`src/rtl/fp16_pkg.sv`:
```
// Shared fp16 field widths, constants, converter state encoding and the
// field-pack helper used wherever an fp16 word is assembled.
package fp16_pkg;

    localparam int EXP_W    = 5;
    localparam int MANT_W   = 10;
    localparam int EXP_BIAS = 15;
    // Biased exponent of a 16-bit magnitude whose MSB sits at bit 15.
    localparam int MAX_EXP  = EXP_BIAS + 15;

    localparam logic [EXP_W-1:0] EXP_ALL_ONES = '1;

    typedef enum logic [1:0] {
        IDLE  = 2'd0,
        NORM  = 2'd1,
        ROUND = 2'd2
    } conv_state_e;

    function automatic logic [15:0] fp16_pack(
        input logic              sign,
        input logic [EXP_W-1:0]  exp,
        input logic [MANT_W-1:0] mant
    );
        return {sign, exp, mant};
    endfunction

endpackage

```
`src/rtl/fp16_round_rne.sv`:
```
// Round-to-nearest-even of a 10-bit fp16 mantissa given guard and sticky bits.
// A carry out of the mantissa bumps the exponent and leaves the mantissa zero.
module fp16_round_rne
    import fp16_pkg::*;
(
    input  logic [MANT_W-1:0] mant,
    input  logic [EXP_W-1:0]  exp,
    input  logic              guard,
    input  logic              sticky,
    output logic [MANT_W-1:0] mant_out,
    output logic [EXP_W-1:0]  exp_out,
    output logic              inexact
);

    logic              round_up;
    logic [MANT_W:0]   sum;

    always_comb begin
        round_up = guard & (sticky | mant[0]);
        sum      = {1'b0, mant} + {{MANT_W{1'b0}}, round_up};
        mant_out = sum[MANT_W-1:0];
        exp_out  = exp + {{(EXP_W-1){1'b0}}, sum[MANT_W]};
        inexact  = guard | sticky;
    end

endmodule

```
`src/rtl/int16_to_fp16_serial.sv`:
```
// Serial int16 -> fp16 converter: one normalising shift per cycle, then a
// single RNE rounding cycle that registers the packed result.
module int16_to_fp16_serial
    import fp16_pkg::*;
(
    input  logic        clk,
    input  logic        rst_n,
    input  logic        i_valid,
    output logic        o_ready,
    input  logic [15:0] i_int,
    output logic [15:0] o_res,
    output logic        o_res_vld,
    output logic        o_inexact
);

    conv_state_e        state;
    logic               sign;
    logic               zero;
    logic [15:0]        mag;
    logic [EXP_W-1:0]   exp_r;

    logic [MANT_W-1:0]  rnd_mant;
    logic [EXP_W-1:0]   rnd_exp;
    logic               rnd_inexact;

    // Hidden bit is mag[15]; the ten bits below it are the stored mantissa.
    fp16_round_rne u_round (
        .mant     (mag[14:5]),
        .exp      (exp_r),
        .guard    (mag[4]),
        .sticky   (|mag[3:0]),
        .mant_out (rnd_mant),
        .exp_out  (rnd_exp),
        .inexact  (rnd_inexact)
    );

    always_ff @(posedge clk) begin
        if (!rst_n) begin
            state     <= IDLE;
            o_ready   <= 1'b1;
            o_res     <= 16'h0000;
            o_res_vld <= 1'b0;
            o_inexact <= 1'b0;
            sign      <= 1'b0;
            zero      <= 1'b0;
            mag       <= 16'h0000;
            exp_r     <= '0;
        end else begin
            o_res_vld <= 1'b0;
            case (state)
                IDLE: begin
                    if (i_valid && o_ready) begin
                        sign    <= i_int[15];
                        // -32768 negates to 16'h8000, which is its correct magnitude.
                        mag     <= i_int[15] ? 16'(~i_int + 16'd1) : i_int;
                        exp_r   <= EXP_W'(MAX_EXP);
                        zero    <= 1'b0;
                        o_ready <= 1'b0;
                        state   <= NORM;
                    end
                end
                NORM: begin
                    if (mag == 16'h0000) begin
                        zero  <= 1'b1;
                        state <= ROUND;
                    end else if (mag[15]) begin
                        state <= ROUND;
                    end else begin
                        mag   <= {mag[14:0], 1'b0};
                        exp_r <= exp_r - EXP_W'(1);
                    end
                end
                ROUND: begin
                    o_res     <= zero ? 16'h0000 : fp16_pack(sign, rnd_exp, rnd_mant);
                    o_inexact <= zero ? 1'b0 : rnd_inexact;
                    o_res_vld <= 1'b1;
                    o_ready   <= 1'b1;
                    state     <= IDLE;
                end
                default: begin
                    o_ready <= 1'b1;
                    state   <= IDLE;
                end
            endcase
        end
    end

endmodule

```
`config.mk`:
```
export PLATFORM = sky130hd
export DESIGN_NAME = int16_to_fp16_serial
export DESIGN_NICKNAME = d
export VERILOG_FILES = /design/src/rtl/fp16_pkg.sv /design/src/rtl/fp16_round_rne.sv /design/src/rtl/int16_to_fp16_serial.sv
export SDC_FILE = /design/constraint.sdc
export NUM_CORES = 1
export LEC_CHECK = 0
export BUFFER_PORTS_ARGS = -buffer_cell sky130_fd_sc_hd__buf_2
export CAP_MARGIN = 25
export CORE_UTILIZATION = 56
export CTS_CLUSTER_DIAMETER = 60
export CTS_CLUSTER_SIZE = 20
export DETAILED_ROUTE_END_ITERATION = 12
export PLACE_DENSITY = 0.8
export SYNTH_ARGS = -nofsm -noshare
export SYNTH_HDL_FRONTEND = slang
export SYNTH_HIERARCHICAL = 1
export SYNTH_SLANG_ARGS = --single-unit
```
`constraint.sdc`:
```
create_clock -name clk -period 3.1 [get_ports clk]
set_input_delay 0.465 -clock clk [delete_from_list [all_inputs] [get_ports clk]]
set_output_delay 0.465 -clock clk [all_outputs]
set_load 0.02 [all_outputs]
```
Yosys cells after proc, flatten, opt, wreduce, memory -nomap -nowiden
Cells that the tools add are included.

Reductions and logical operators: 11. Eq/ne operators: 7. Mux-type cells: 20. Bitwise gates (word level): 5. $add $sub $neg: 4.

Operator list (count): 16-bit 2-to-1 mux (5); 16-bit one-hot mux with 2 select lines (1); 16-bit by 1-bit adder with 16-bit output, second input constant (1); 16-bit logical NOT (1); 16-bit NOT (1); 5-bit 2-to-1 mux (3); 10-bit by 1-bit adder with 11-bit output (1); 5-bit one-hot mux with 2 select lines (1); 2-bit inequality test, second input constant (4); 2-bit 2-to-1 mux (3); 2-bit AND reduction (3); 3-bit AND reduction (2); 5-bit by 1-bit adder with 5-bit output (1); 5-bit by 1-bit subtractor with 5-bit output, second input constant (1); 1-bit 2-to-1 mux (4); 1-bit one-hot mux with 2 select lines (2); 2-bit one-hot mux with 2 select lines (1); 4-bit AND reduction (1); 4-bit OR reduction (1); 3-bit inequality test, second input constant (1); 2-bit by 1-bit == test with 1-bit output, second input constant (1); 2-bit == test, second input constant (1); 2-bit logical NOT (1); 1-bit OR (2); 4 further kinds (4).

Output and inout port bits: 19. Word-level logic and storage cells: 57. Input bits: 19. Flip-flop bits (word level): 44.

Depth between registers and ports, before layout
Gate-level depths: netlist (run 1).

Word-level depth: 6. Gate-level depth with buffers: 10. Mapped depth without buffers: 10.

By module
Netlist (run 1), hierarchy kept.

Modules (own cells, without submodules): int16_to_fp16_serial (instances 1, area an instance 2025.7 µm², cells an instance 221, seq. area each 880.8 µm²); fp16_round_rne (instances 1, area an instance 242.7 µm², cells an instance 30, seq. area each 0.0 µm²).

Worst setup path before layout (run 1)
OpenSTA, ideal clock, no wires.

Kind: reg2reg. From: register mag[0]. To: register o_res[12]. Library setup time: 0.117 ns. Path buffers: 0. Required time: 2.983 ns. Clock period less this slack: 2.544 ns. Cell stages (with the launch flop): 10. Arrival time: 2.428 ns. Path slack: 0.556 ns. Cells stage by stage: dfxtp_1 or4_4 o21a_1 ha_1 ha_1 and4_2 ha_1 ha_1 xor2_1 a22o_1.

Word-level cells in the longest chain between the ends: 6.

Ends and longest elaborated chain: start: declaration (line int16_to_fp16_serial.sv:19) `logic [15:0] mag;`; start signal: assignment (line int16_to_fp16_serial.sv:55) `mag <= i_int[15] ? 16'(~i_int + 16'd1) : i_int;`; start signal: assignment (line int16_to_fp16_serial.sv:69) `mag <= {mag[14:0], 1'b0};`; 4-bit OR reduction (line int16_to_fp16_serial.sv:31) `.sticky (|mag[3:0]),`; 1-bit OR (line fp16_round_rne.sv:19) `round_up = guard & (sticky | mant[0]);`; 1-bit AND (line fp16_round_rne.sv:19); 10-bit by 1-bit adder with 11-bit output (line fp16_round_rne.sv:20) `sum = {1'b0, mant} + {{MANT_W{1'b0}}, round_up};`; 5-bit by 1-bit adder with 5-bit output (line fp16_round_rne.sv:22) `exp_out = exp + {{(EXP_W-1){1'b0}}, sum[MANT_W]};`; named net rnd_exp[2] (line int16_to_fp16_serial.sv:23) `logic [EXP_W-1:0] rnd_exp;`; 16-bit 2-to-1 mux (line int16_to_fp16_serial.sv:74) `o_res <= zero ? 16'h0000 : fp16_pack(sign, rnd_exp, rnd_mant);`; end signal: assignment (line int16_to_fp16_serial.sv:74); end: declaration (line int16_to_fp16_serial.sv:11) `output logic [15:0] o_res,`.

The timed path passes the listed nets, and every way through them passes these cells. A chain may end at the register's enable or synchronous reset.

Final worst setup path (run 1)
Same ends and word-level chain as after synthesis.

==> results.md, run 1 <==
Outcome:
- The run finished with clean final reports.

Critical path:
- The worst reg2reg path depth is 9.
- In this run the critical register-to-register path is captured at o_res[12].
- In this run the worst path has a maximum fanout of 5.
- The startpoint of the lowest-slack register-to-register path is mag[0].
- Setup slack on the worst reg-to-reg path comes out at 0.43 ns.
- The critical path goes through or4_4, o21a_1, ha_1, ha_1, and4_2, ha_1, ha_1, xor2_1, a22o_1.
- The slowest stage of the critical path belongs to the cell sky130_fd_sc_hd__or4_4.
- The most numerous cell type found on the critical path is sky130_fd_sc_hd__ha_1.
- The endpoint type of the worst setup path is a register.
- The classification of the worst setup path is register to register.
- On the worst path, the slowest cell contributes a delay of about 0.57 ns.
- At the worst endpoint, the required time is roughly 3.3 ns.
- The combined buffer and inverter count along the critical path is 0.
- On the critical path the largest part of the delay comes from adder cells.
- The arrival time at the worst endpoint is between 2 and 3 ns.
- The kind of start point of the critical path is a register.

Clocking:
- For the worst-skew pair, the clock arrives at the later sink with an insertion delay of approximately 0.3 ns.
- In this run the post-CTS setup repair buffer count came out at 0.
- After clock tree synthesis, the clock-pin slew on the worst setup and hold paths is ~0.080 ns.
- The clock tree from TritonCTS is yes.
- Counting every sink on the clock net gives 44.
- In this run, post-CTS hold repair placed 0 buffers.
- In this run the number of H-tree levels came out at 2.
- The number of buffers added by the clock tree synthesis step is 5.
- The buffer depth of the longest clock path is 2.
- The root buffer selected by CTS is sky130_fd_sc_hd__clkbuf_8.
- The number of cells upsized or downsized after cts is 0.

Drt:
- The routed layout has roughly 2100 vias.
- The routed via count divided by cell count is between 6 and 7.
- The length of the first detailed-routing pass in iterations is 5.
- The per-cell routed wire length is 14.9 microns.
- The count of antenna-violating nets left after detailed routing is 0.
- The post-detailed-route DRC marker count is 0.
- The violation count after the first detailed-route iteration is roughly 150.
- Summed over all layers, the routed wires come to between 4000 and 5000 microns.

STA:
- The worst hold margin is approximately 0.41 ns.
- At the pin with the least slew margin, the transition time is 0.621 ns.
- The post-route clock period utilization is 0.862.
- Setup repair after global routing left no endpoint under its margin.
- Across the routed clock network, the largest skew measured is approximately 0.0064 ns.
- The number of failing hold endpoints at the final stage is 0.
- The smallest clock period supported by the final layout is computed as between 2 and 3 ns.
- The final max-slew violation count is 0.
- Timing would allow up to 374 MHz.
- The final setup violation count is 0.
- In this run the tightest slew margin relative to its limit is 0.585.
- After routing, the total negative slack on setup checks comes to 0 ns.

Worst hold path:
- The class of the tightest hold or removal check is input pin to register.
- For hold timing, the worst endpoint is o_ready.
- The hold path depth is 2.
- The hold path startpoint is rst_n.

Synth:
- The post-synthesis instance area is 2270 sq um.
- During synthesis, Yosys emitted a total of 6 warnings.
- The flip-flop cell with the highest count after synthesis is sky130_fd_sc_hd__dfxtp_1.
- The count of state elements after synthesis is 44.
- The number of nets handed over by synthesis was roughly 280.
- Yosys mapped a number of flops with a built-in enable equal to 0.
- Of the synthesized area, sequential elements account for 0.388.
- Counting distinct cell types in the post-synthesis netlist gives 46.
- Synthesis produced a netlist whose cell count is roughly 250.
- In the synthesized netlist the async set-or-reset flop fraction comes to 0.
- The average instance in the mapped netlist occupies 9.04 sq um.

Floorplan:
- The starting utilization of the core area is 0.602.
- The area of the core is around 3800 sq um.
- The full die area is approximately 4300 sq um.
- During I/O placement, the number of pins put on the boundary was 38.
- Measured along the y axis, the die boundary spans between 60 and 70 microns.
- Row generation in the floorplan step produced 22 rows.
- The die is 65.6 microns wide.

Global routing:
- The global-route total usage across every layer is 0.250.
- The first global-routing pass estimated 8230 microns of wire.
- Entering global routing, the biggest net connects 25 pins.
- The overflow left after global routing is 0.
- The number of antenna violations at the first check in global routing is 0.
- The number of global-route vias before repair came to between 1500 and 2000.

Finish:
- In the final layout, the share of cells above drive strength 1 is 0.216.
- The filler cells instantiated in the layout total ~320.
- The final net count is roughly 310.
- Compared with the post-synthesis result, the final layout area differs by 13.6%.
- The final antenna diode count is 0.

Placed design:
- The estimated wirelength of the detail-placed design is 3690 microns.
- The congestion estimate from routability-driven global placement came to 0.825.
- The count of input and output buffers is 37.

Power:
- The reported leakage power is 1.03 nW.
- IR analysis of the VDD net gives a maximum drop of approximately 250 uV.
- The areal power density over the cells is around 600 nW/um^2.

Flow run:
- The tool flagged a number of max-cap violations equal to 0.
==> Yosys cell counts (all sizes together), types with 7 or more instances <==
library cell | n | share of area
clkbuf | 7 | 0.012
o21ai | 10 | 0.022
inv | 9 | 0.015
dfxtp | 44 | 0.39
nor2 | 17 | 0.029
xnor2 | 20 | 0.077
nand3 | 9 | 0.020
a22o | 17 | 0.066
nand2 | 16 | 0.026
a21oi | 10 | 0.022
or4 | 9 | 0.035
nor3 | 9 | 0.020
==> worst register-to-register path, stage by stage, from the launching register on <==
cell,delay (ns)
sky130_fd_sc_hd__dfxtp_1,0.33
sky130_fd_sc_hd__or4_4,0.57
sky130_fd_sc_hd__o21a_1,0.21
sky130_fd_sc_hd__ha_1,0.23
sky130_fd_sc_hd__ha_1,0.25
sky130_fd_sc_hd__and4_2,0.20
sky130_fd_sc_hd__ha_1,0.20
sky130_fd_sc_hd__ha_1,0.22
sky130_fd_sc_hd__xor2_1,0.16
sky130_fd_sc_hd__a22o_1,0.20
==> worst max-delay path by stage <==
stage                start   endpoint  slack, ns  cells after the start
floorplan           mag[0]  o_res[12]       0.56                      9
global placement    mag[0]  o_res[12]       0.50                      9
detailed placement  mag[0]  o_res[12]       0.43                      9
CTS                 mag[0]  o_res[12]       0.42                      9
global route        mag[0]  o_res[12]       0.31                      9
finish              mag[0]  o_res[12]       0.43                      9
==> logic make-up (layout without fill, tap and decap cells) <==
kind of cell / after synthesis / in the layout / share of synthesized area
and+or+nand+nor: 86 / 86 / 0.210
AOI/OAI and AO/OA: 68 / 68 / 0.229
DFF: 44 / 44 / 0.388
xor gates and xnor gates: 23 / 23 / 0.0888
buffers and inverters: 23 / 59 / 0.0441
adders and majority gates: 6 / 6 / 0.0331
muxes: 1 / 1 / 0.00662
==> cell type report <==
cell class | count | area (sq um) | share of cell area
Tap cell | 48 | 60.1 | 0.0233
Clock buffer | 8 | 90.1 | 0.0350
Timing Repair Buffer | 41 | 215 | 0.0835
Multi-Input combinational cell | 184 | 1290 | 0.502
Inverter | 10 | 37.5 | 0.0146
Sequential cell | 44 | 881 | 0.342
==> power breakdown <==
group / internal [W] / switching [W]
clock: 0.000182 / 0.000188
sequential: 0.000637 / 0.0000967
combinational: 0.000179 / 0.000258
==> placed cells by master (no fill, tap or decap), types with 4 or more instances in the layout <==
master                     instances
sky130_fd_sc_hd__nor3_1            9
sky130_fd_sc_hd__o21ai_0          10
sky130_fd_sc_hd__or4_1             6
sky130_fd_sc_hd__ha_1              6
sky130_fd_sc_hd__a31oi_1           5
sky130_fd_sc_hd__nand4_1           4
sky130_fd_sc_hd__buf_2            37
sky130_fd_sc_hd__o31ai_1           4
sky130_fd_sc_hd__dfxtp_1          44
sky130_fd_sc_hd__a221oi_1          5
sky130_fd_sc_hd__nor2_1           16
sky130_fd_sc_hd__inv_1             9
sky130_fd_sc_hd__nand2_1          16
sky130_fd_sc_hd__nand3_1           9
sky130_fd_sc_hd__xnor2_1          20
sky130_fd_sc_hd__clkbuf_8          6
sky130_fd_sc_hd__buf_4             4
sky130_fd_sc_hd__a21oi_1          10
sky130_fd_sc_hd__a22o_1           17
sky130_fd_sc_hd__or3_1             4
==> metrics by stage <==
step                      power [W]   util  cells  worst slack [ns]  area (sq um)
after global placement      0.00116  0.660    327             0.497          2490
after detailed placement    0.00118  0.660    327             0.431          2490
final                       0.00154  0.683    335             0.427          2580
after CTS                   0.00154  0.683    335             0.424          2580
after global routing        0.00163  0.683    335             0.309          2580
after floorplan             0.00106      -    251             0.556          2270
==> flip-flops by register name (all words and copies together) (netlist names) <==
signal and count:
o_res_vld 1, o_ready 1, mag 16, sign 1, zero 1, o_inexact 1
state 2, exp_r 5, o_res 16
==> metal layers <==
layer	GRT usage	wire, microns	vias to the layer above
met3	0.0347	324	8
met4	0.111	88	0
met5	0	0	-
li1	-	-	1012
met1	0.335	2330	954
met2	0.393	2240	82
Note: power is estimated with default switching activity, not from simulation.
==> run 2: changes to the inputs <==
Clock period 3.1 ns to 3.31 ns, I/O delays scaled along.
==> run 2 against run 1 <==
Via count down 1.3%. Sequential cell count unchanged. Fmax down 0.58%. Final area up 0.39%. Clock-buffer cell count is 2 lower. Setup slack improved by 0.19 ns. Sequential power shrank 6.3%. Die area is the same. Highest routed layer unchanged. Critical endpoint unchanged. Critical path type unchanged. Utilization is 0.27 points higher.
==> results.md, run 2 (same netlist as run 1, synthesis figures left out) <==
Critical path:
- The worst register-to-register path ends at o_res[12].
- The critical path endpoint is o_res[12].
- In this run the critical register-to-register path is launched from mag[0].
- The maximum fanout along the worst path is 5.
- The register-to-register setup slack is about 0.62 ns.
- The critical path is of the register to register type.
- The required time at the endpoint of the critical path is between 3 and 4 ns.
- Data on the critical path arrives at its endpoint at a little under 3 ns.
- The kind of start point of the critical path is a register.
- The critical path starts at mag[0].
- Counting cells, the worst reg-to-reg path comes to 9.
- The endpoint type of the worst setup path is a register.

Clocking:
- After clock tree synthesis, the flow added hold-fix buffers numbering 0.
- The buffers inserted during post-CTS setup optimization is 0.
- The clock passes through at most 2 buffers.
- The root buffer selected by CTS is sky130_fd_sc_hd__clkbuf_8.
- Once the clock tree was built, the resizer swapped 0 gates to a different size.
- The sink count of the clock tree is 44.
- The number of buffers added by the clock tree synthesis step is 5.
- TritonCTS built the clock tree.
- The H-tree depth is 2.
- After clock tree synthesis, the clock-pin slew on the worst setup and hold paths is 0.08 ns.
- The clock insertion delay at the later pin of the skew report is roughly 0.3 ns.

Global routing:
- For this run the aggregate overflow at the end of global routing stands at 0.
- The number of antenna violations at the first check in global routing came to 0.
- The first-pass GRT wire length is 8360 microns.
- The largest net degree at the start of global routing is 25.
- The number of global-route vias before repair is roughly 1800.
- Across every metal layer, demand over resource in global routing totals 0.252.

STA:
- The worst-case clock skew is ~0.011 ns.
- The worst relative slew slack is 0.549.
- The worst hold margin is 0.420 ns.
- The final max-slew violation count is 0.
- The final setup violation count is 0.
- The sum of negative setup slack is 0 ns.
- The number of failing hold endpoints at the final stage is 0.
- Setup repair after global routing left no endpoint under its margin.
- For the pin with the worst max-slew slack, the measured transition is between 0.6 and 0.7 ns.
- Of the available clock period, the critical path in the final layout requires 0.812.
- The shortest period the worst path allows is around 2.7 ns.
- The fmax is ~370 MHz.

Floorplan:
- The full die area is ~4300 sq um.
- The width of the chip is 65.6 microns.
- After floorplanning, the core was divided into 22 placement rows.
- In this run the vertical extent of the chip is roughly 66 microns.
- The initial utilization of the core area, before any placement, comes to 0.602.
- The area of the core is between 3000 and 4000 sq um.
- Pin placement for this block handled 38 I/O pins.

Drt:
- After detailed routing, the average wire length per cell comes to roughly 15 microns.
- The length of the first detailed-routing pass in iterations is 4.
- The detailed router placed 2029 vias in this run.
- After detailed routing, the number of remaining DRC violations is 0.
- The violation count after the first detailed-route iteration is about 110.
- The count of antenna-violating nets left after detailed routing is 0.
- The routed wire length is approximately 5000 microns.
- Dividing the detail-routed via count by the number of cells gives a little over 6.

Power:
- The power after layout is 0.00150 W.
- In this run the static leakage power is approximately 1.0 nW.
- VDD sags by at most about 280 uV.
- The areal power density over the cells is 580 nW/um^2.

Finish:
- In the layout the commonest cells are sky130_fd_sc_hd__dfxtp_1 (44), sky130_fd_sc_hd__buf_2 (37), sky130_fd_sc_hd__xnor2_1 (20), sky130_fd_sc_hd__a22o_1 (17).
- The most common cell after layout, fill and taps aside is sky130_fd_sc_hd__dfxtp_1.
- The finished cells cover between 2000 and 3000 sq um.
- The fraction of layout instances using a drive strength above 1 is 0.217.
- The final antenna diode count is 0.
- The largest registers in the layout are mag: 16 flops, o_res: 16 flops, exp_r: 5 flops.
- The growth of design area from synthesis to finish is 14.1%.
- The final net count is a little over 300.

Worst hold path:
- The hold path startpoint is rst_n.
- The class of the tightest hold or removal check is input pin to register.
- The hold path depth is 2.

Outcome:
- The flow ran to the end, and the final reports show no timing, DRC or antenna violations.

Placed design:
- The estimated wirelength of the detail-placed design is roughly 3600 microns.
- The standard cell area after detailed placement is ~2500 sq um.
- The placer's final routability congestion estimate is between 0.8 and 0.9.
- The count of input and output buffers is 37.

Flow run:
- The number of maximum-capacitance constraint violations is 0.
run 2: changes by cell type in the layout (fill, tap and decap cells not counted):
cell | before | now
sky130_fd_sc_hd__buf_4 | 4 | 3
sky130_fd_sc_hd__bufinv_16 | 0 | 1
sky130_fd_sc_hd__clkbuf_1 | 2 | 1
sky130_fd_sc_hd__clkbuf_8 | 6 | 5
sky130_fd_sc_hd__clkinv_2 | 0 | 1
run 2: cell type report:
cell class              count  area (sq um)
flip-flops and latches     44           881
clock inverters             2          35.0
multi-input cells         184          1290
well taps                  48          60.1
clock buffers               6          72.6
fillers                   325          1180
repair buffers             40           208
inverters                  10          37.5
run 2: how the worst min path moves through the flow:
stage	to	slack, ns
floorplan	sign	0.44
global route	o_ready	0.45
global placement	o_res[13]	0.46
finish	o_ready	0.42
detailed placement	o_res[0]	0.46
CTS	o_ready	0.42
run 2: report_power, final:
group / internal (W) / switching, W / total, W
clock: 0.000224 / 0.000181 / 0.000405
combinational: 0.000167 / 0.000241 / 0.000408
sequential: 0.000597 / 0.0000912 / 0.000688
total: 0.000987 / 0.000513 / 0.00150
run 2: through the flow:
| stage | worst slack (ns) | instances | utilization |
|---|---|---|---|
| floorplan | 0.766 | 251 | - |
| detailed placement | 0.629 | 326 | 0.658 |
| CTS | 0.621 | 334 | 0.686 |
| finish | 0.621 | 334 | 0.686 |
| global placement | 0.707 | 326 | 0.658 |
| global route | 0.501 | 334 | 0.686 |
run 2: layer usage:
| metal | vias to the layer above | global-route usage | wire [microns] |
|---|---|---|---|
| met5 | - | 0 | 0 |
| met2 | 64 | 0.417 | 2350 |
| li1 | 1013 | - | - |
| met1 | 944 | 0.324 | 2360 |
| met4 | 0 | 0.111 | 78 |
| met3 | 8 | 0.0330 | 231 |
run 2: worst max-delay path, stage by stage (launching register included):
cell and delay [ns]:
sky130_fd_sc_hd__dfxtp_1 0.33, sky130_fd_sc_hd__or4_4 0.58, sky130_fd_sc_hd__o21a_1 0.21, sky130_fd_sc_hd__ha_1 0.23
sky130_fd_sc_hd__ha_1 0.26, sky130_fd_sc_hd__and4_2 0.20, sky130_fd_sc_hd__ha_1 0.19, sky130_fd_sc_hd__ha_1 0.21
sky130_fd_sc_hd__xor2_1 0.16, sky130_fd_sc_hd__a22o_1 0.21
